## config.mk

```make
export PLATFORM = sky130hd
export DESIGN_NAME = bpd_update_serializer
export DESIGN_NICKNAME = d
export VERILOG_FILES = /design/src/rtl/bpd_update_serializer.sv
export SDC_FILE = /design/constraint.sdc
export NUM_CORES = 1
export LEC_CHECK = 0
export CAP_MARGIN = 10
export CORE_AREA = 2 2 280 282
export CTS_CLUSTER_SIZE = 12
export DETAILED_ROUTE_END_ITERATION = 6
export DIE_AREA = 0 0 282 284
export GPL_TIMING_DRIVEN = 1
export PLACE_DENSITY = 0.71
export SETUP_SLACK_MARGIN = 0.5
export SYNTH_ARGS = -nofsm -noshare
export SYNTH_HDL_FRONTEND = slang
export SYNTH_SLANG_ARGS = --single-unit
```

## constraint.sdc

```tcl
create_clock -name clock -period 26.2 [get_ports clock]
set_input_delay 6.55 -clock clock [delete_from_list [all_inputs] [get_ports clock]]
set_output_delay 6.55 -clock clock [all_outputs]
set_load 0.01 [all_outputs]
```

## src/rtl/bpd_update_serializer.sv

```systemverilog
// Two-entry update FIFO that replays each buffered branch-predictor update as two beats,
// bank 0 metadata first and then bank 1, with the shared fields repeated on both beats.
module bpd_update_serializer (
  input  logic         clock,
  input  logic         reset,
  input  logic         io_flush,
  input  logic         io_in_valid,
  output logic         io_in_ready,
  input  logic         io_in_bits_is_mispredict_update,
  input  logic         io_in_bits_is_repair_update,
  input  logic [7:0]   io_in_bits_btb_mispredicts,
  input  logic [39:0]  io_in_bits_pc,
  input  logic [7:0]   io_in_bits_br_mask,
  input  logic         io_in_bits_cfi_idx_valid,
  input  logic [2:0]   io_in_bits_cfi_idx_bits,
  input  logic         io_in_bits_cfi_taken,
  input  logic         io_in_bits_cfi_mispredicted,
  input  logic         io_in_bits_cfi_is_br,
  input  logic         io_in_bits_cfi_is_jal,
  input  logic [63:0]  io_in_bits_ghist_old_history,
  input  logic         io_in_bits_ghist_new_saw_branch_not_taken,
  input  logic         io_in_bits_ghist_new_saw_branch_taken,
  input  logic [39:0]  io_in_bits_target,
  input  logic [119:0] io_in_bits_meta_0,
  input  logic [119:0] io_in_bits_meta_1,
  output logic         io_out_valid,
  input  logic         io_out_ready,
  output logic         io_out_bits_is_mispredict_update,
  output logic         io_out_bits_is_repair_update,
  output logic [7:0]   io_out_bits_btb_mispredicts,
  output logic [39:0]  io_out_bits_pc,
  output logic [7:0]   io_out_bits_br_mask,
  output logic         io_out_bits_cfi_idx_valid,
  output logic [2:0]   io_out_bits_cfi_idx_bits,
  output logic         io_out_bits_cfi_taken,
  output logic         io_out_bits_cfi_mispredicted,
  output logic         io_out_bits_cfi_is_br,
  output logic         io_out_bits_cfi_is_jal,
  output logic [63:0]  io_out_bits_ghist_old_history,
  output logic         io_out_bits_ghist_new_saw_branch_not_taken,
  output logic         io_out_bits_ghist_new_saw_branch_taken,
  output logic [39:0]  io_out_bits_target,
  output logic [119:0] io_out_bits_meta,
  output logic         io_out_bits_bank,
  output logic         io_out_bits_last,
  output logic [1:0]   io_count
);

  typedef enum logic {BEAT0 = 1'b0, BEAT1 = 1'b1} beat_t;

  beat_t          r_beat;
  beat_t          w_beat_nxt;
  logic           r_head;
  logic           r_tail;
  logic [1:0]     r_count;
  logic [1:0]     w_count_nxt;
  logic           w_in_fire;
  logic           w_out_fire;
  logic           w_pop;
  logic [171:0]   w_in_payload;
  logic [171:0]   w_head_payload;

  logic [171:0]   r_payload [0:1];
  logic [119:0]   r_meta0   [0:1];
  logic [119:0]   r_meta1   [0:1];

  // Everything except the per-bank metadata is stored as one packed word.
  assign w_in_payload = {io_in_bits_is_mispredict_update, io_in_bits_is_repair_update,
                         io_in_bits_btb_mispredicts, io_in_bits_pc, io_in_bits_br_mask,
                         io_in_bits_cfi_idx_valid, io_in_bits_cfi_idx_bits,
                         io_in_bits_cfi_taken, io_in_bits_cfi_mispredicted,
                         io_in_bits_cfi_is_br, io_in_bits_cfi_is_jal,
                         io_in_bits_ghist_old_history,
                         io_in_bits_ghist_new_saw_branch_not_taken,
                         io_in_bits_ghist_new_saw_branch_taken, io_in_bits_target};

  assign io_in_ready  = (r_count != 2'd2) & ~io_flush;
  assign io_out_valid = (r_count != 2'd0);
  assign io_count     = r_count;

  assign w_in_fire  = io_in_valid & io_in_ready;
  assign w_out_fire = io_out_valid & io_out_ready;
  assign w_pop      = w_out_fire & (r_beat == BEAT1);

  always_comb begin
    w_beat_nxt = r_beat;
    if (w_out_fire) begin
      w_beat_nxt = (r_beat == BEAT0) ? BEAT1 : BEAT0;
    end
  end

  always_comb begin
    w_count_nxt = r_count;
    case ({w_in_fire, w_pop})
      2'b10:   w_count_nxt = r_count + 2'd1;
      2'b01:   w_count_nxt = r_count - 2'd1;
      default: w_count_nxt = r_count;
    endcase
  end

  // Flush shares the reset path so it wins over any concurrent pop or beat advance.
  always_ff @(posedge clock) begin
    if (reset || io_flush) begin
      r_beat <= BEAT0;
    end else begin
      r_beat <= w_beat_nxt;
    end
  end

  always_ff @(posedge clock) begin
    if (reset || io_flush) begin
      r_count <= 2'd0;
      r_head  <= 1'b0;
      r_tail  <= 1'b0;
    end else begin
      r_count <= w_count_nxt;
      if (w_in_fire) r_tail <= ~r_tail;
      if (w_pop)     r_head <= ~r_head;
    end
  end

  // Storage is never reset; validity is carried entirely by r_count.
  always_ff @(posedge clock) begin
    if (w_in_fire) begin
      r_payload[r_tail] <= w_in_payload;
      r_meta0[r_tail]   <= io_in_bits_meta_0;
      r_meta1[r_tail]   <= io_in_bits_meta_1;
    end
  end

  assign w_head_payload = r_payload[r_head];

  assign {io_out_bits_is_mispredict_update, io_out_bits_is_repair_update,
          io_out_bits_btb_mispredicts, io_out_bits_pc, io_out_bits_br_mask,
          io_out_bits_cfi_idx_valid, io_out_bits_cfi_idx_bits,
          io_out_bits_cfi_taken, io_out_bits_cfi_mispredicted,
          io_out_bits_cfi_is_br, io_out_bits_cfi_is_jal,
          io_out_bits_ghist_old_history,
          io_out_bits_ghist_new_saw_branch_not_taken,
          io_out_bits_ghist_new_saw_branch_taken, io_out_bits_target} = w_head_payload;

  assign io_out_bits_meta = (r_beat == BEAT1) ? r_meta1[r_head] : r_meta0[r_head];
  assign io_out_bits_bank = (r_beat == BEAT1);
  assign io_out_bits_last = (r_beat == BEAT1);

endmodule

```

==> impl_metrics.tcl <==
set metrics [dict create \
    worstPathRequired_ns 19.65 \
    arrival_ns 7.75 \
    hold_viol_final 0 \
    start_kind "primary input" \
    rsz0062_at_grt "no" \
    clockBufferDepth 3 \
    p_leak_nw 13.1 \
    post_route_cells_drive_above_1_share_pct 20.7 \
    synth_top_cell_by_area "edfxtp_1" \
    pwr_density_cell_mw_per_mm2 69.1 \
    route.vias.total 14900 \
    status "complete, no violations" \
    ys_types 24 \
    multi_input_area_mm2 0.00479 \
    layout_commonest_cell "edfxtp_1" \
    clk_latency_ns 0.63 \
    cp_cell_sequence "clkdlybuf4s50_1, nor2_1, clkdlybuf4s50_1" \
    ant_nets 0 \
    synth_flop_cell "edfxtp_1" \
    drtPass1Iterations 5 \
    worst_path_most_repeated_cell "clkdlybuf4s50_1" \
    holdCritPathClass "reg -> reg" \
    cts_hold_buf 0 \
    post_drt_wl_per_cell_um 22.7 \
    grtUsageTotal_pct 17.2 \
    die_w_um 282 \
    setup_tns_ns 0 \
    cts.sinks 830 \
    setup_viol 0 \
    layout_common_cells "edfxtp_1 (824), clkdlybuf4s50_1 (714), mux2_2 (172)" \
    io_buffers 714 \
    core_area_mm2 0.0770 \
    dr.first_iter.drc_count 921 \
    cp-end-kind "output pin" \
    seq_area_frac_synth_pct 82.5 \
    n_fill_cell 5937 \
    ir_drop_mv 0.0532 \
    nNetsFinal 2385 \
    max_freq_ghz 0.0699 \
    max_cap_violations 0 \
    drc 0 \
    synthTopCellsByArea "edfxtp_1 (82%), mux4_2 (9.0%), mux2_2 (6.4%)" \
    synth_cells 1197 \
    yosys_warnings 0 \
    rows 102 \
    fin_skew_ns 0.0354 \
    async_reset_ff_share_pct 0 \
    critPathBufInv 2 \
    cts_buffers 88 \
    drt_wl_total_mm 70.2 \
    synth_edf_count 824 \
    cts_root_buf "clkbuf_16" \
    hpwl_mm 47.5 \
    r2r_cells 6 \
    die_area_mm2 0.0801 \
    grt_pass1_wl_mm 102 \
    start_util_pct 39.2 \
    syn-cell-area_mm2 0.0301 \
    cp_top_family "buffers and inverters" \
    holdWs_ns 0.520 \
    slew_violations 0 \
    areaGrowthSynthToFinish_pct 36.0 \
    slew_headroom_pct 23.5 \
    tightestPinTransition_ns 1.15 \
    worst_path_largest_cell_delay_ns 0.58 \
    cts.clk_slew.worst_paths_ns 0.06 \
    fp.dieH_um 284 \
    min_period_ns 14.30 \
    ys_ff_latch 830 \
    crit_cells 3 \
    gp_congestion 0.799 \
    syn-num-nets 1615 \
    seq_area_mm2 0.0249 \
    grt_pass1_vias 16500 \
    grt_max_degree 156 \
    antenna_found_initial 22 \
    hold_depth 2 \
    cp_slowest_cell "clkdlybuf4s50_1" \
    post-route-period-util_pct 54.6 \
    gr-total-overflow 0 \
    htree_levels 3 \
    yosysTopAreaCellShare_pct 82.1 \
    pin_count 715 \
    cts_tree "built" \
    synth_area_per_cell_um2 25.2 \
    routed_via_density 4.82 \
    crit_type "in -> out" \
    post_cts_buffers 0 \
    path_max_fanout 3 \
    cts_resized 0 \
]
kinds of logic (layout without fill, tap and decap cells):
logic type | Yosys count | after routing | share of synthesized area, %
compound gates | 6 | 6 | 0.108
xor+xnor | 4 | 4 | 0.116
fa+ha+maj | 1 | 1 | 0.0415
buf+inv | 51 | 888 | 1.62
flops | 830 | 830 | 82.5
mux | 292 | 292 | 15.4
other cells | 0 | 15 | 0
simple gates | 13 | 13 | 0.220
cells in the mapped netlist, drive strengths merged (2+ instances only):
library cell and n:
or3 2, edfxtp 824, mux4 120, inv 2
xor2 3, dfxtp 6, buf 46, or2 2
a21oi 2, mux2 172, clkbuf 3, nor2 5
o21ai 3
power by group:
part           total [mW]  switching (mW)  internal (mW)
Clock                1.15           0.494          0.657
Sequential           1.51         0.00803           1.50
Combinational       0.173          0.0671          0.106
Total                2.83           0.569           2.26
worst reg2reg max path, cell delays in order, from the launching register on:
cell and delay (ns):
dfxtp_1 0.50, nor2b_1 0.12, nor2_1 0.17, and3_4 0.76, buf_4 0.95, buf_4 0.98
buf_4 0.87
layer usage:
layer  wire, um  vias up  part of all wire (%)  track usage, %
met5         83        -                  0.12               0
li1           -     6594                     -               -
met4       2420       14                   3.4            7.42
met1      24500     7594                    35            18.5
met2      37000      541                    53            30.2
met3       6280      142                   8.9            6.22
state kept, by name, summed over array words and instances, names as in the netlist, named ones only:
name,flops
io_count,2
io_out_bits_bank,1
r_head,1
r_meta0,240
r_meta1,240
r_payload,344
r_tail,1
final cells by class:
| cell class | count | share of cell area, % |
|---|---|---|
| timing repair buffer | 729 | 17.7 |
| sequential | 830 | 60.7 |
| antenna | 15 | 0.0916 |
| multi-input combinational | 316 | 11.7 |
| clock buffer | 122 | 5.79 |
| tap | 1040 | 3.18 |
| clock inverter | 35 | 0.779 |
| inverter | 2 | 0.0366 |
final timing paths:
kind / start / endpoint / slack (ns)
hold / removal: r_tail / r_tail / 0.52
setup / recovery: io_flush / io_in_ready / 11.90
setup reg to reg: io_count[0] / r_meta0[1][70] / 21.37
hold reg to reg: r_tail / r_tail / 0.52
per-stage QoR:
stage / power (mW) / cells / setup WS [ns] / area (um^2) / utilization (%)
6_report: 2.83 / 3089 / 11.90 / 41000 / 53.3
5_1_grt: 2.93 / 3088 / 11.87 / 41000 / 53.2
4_1_cts: 2.87 / 3074 / 11.91 / 40900 / 53.2
3_5_place_dp: 1.71 / 2917 / 11.91 / 38300 / 49.7
3_3_place_gp: 1.70 / 2917 / 11.87 / 38300 / 49.7
2_1_floorplan: 1.60 / 1197 / 9.14 / 30100 / -
(Power assumes the default switching activity.)
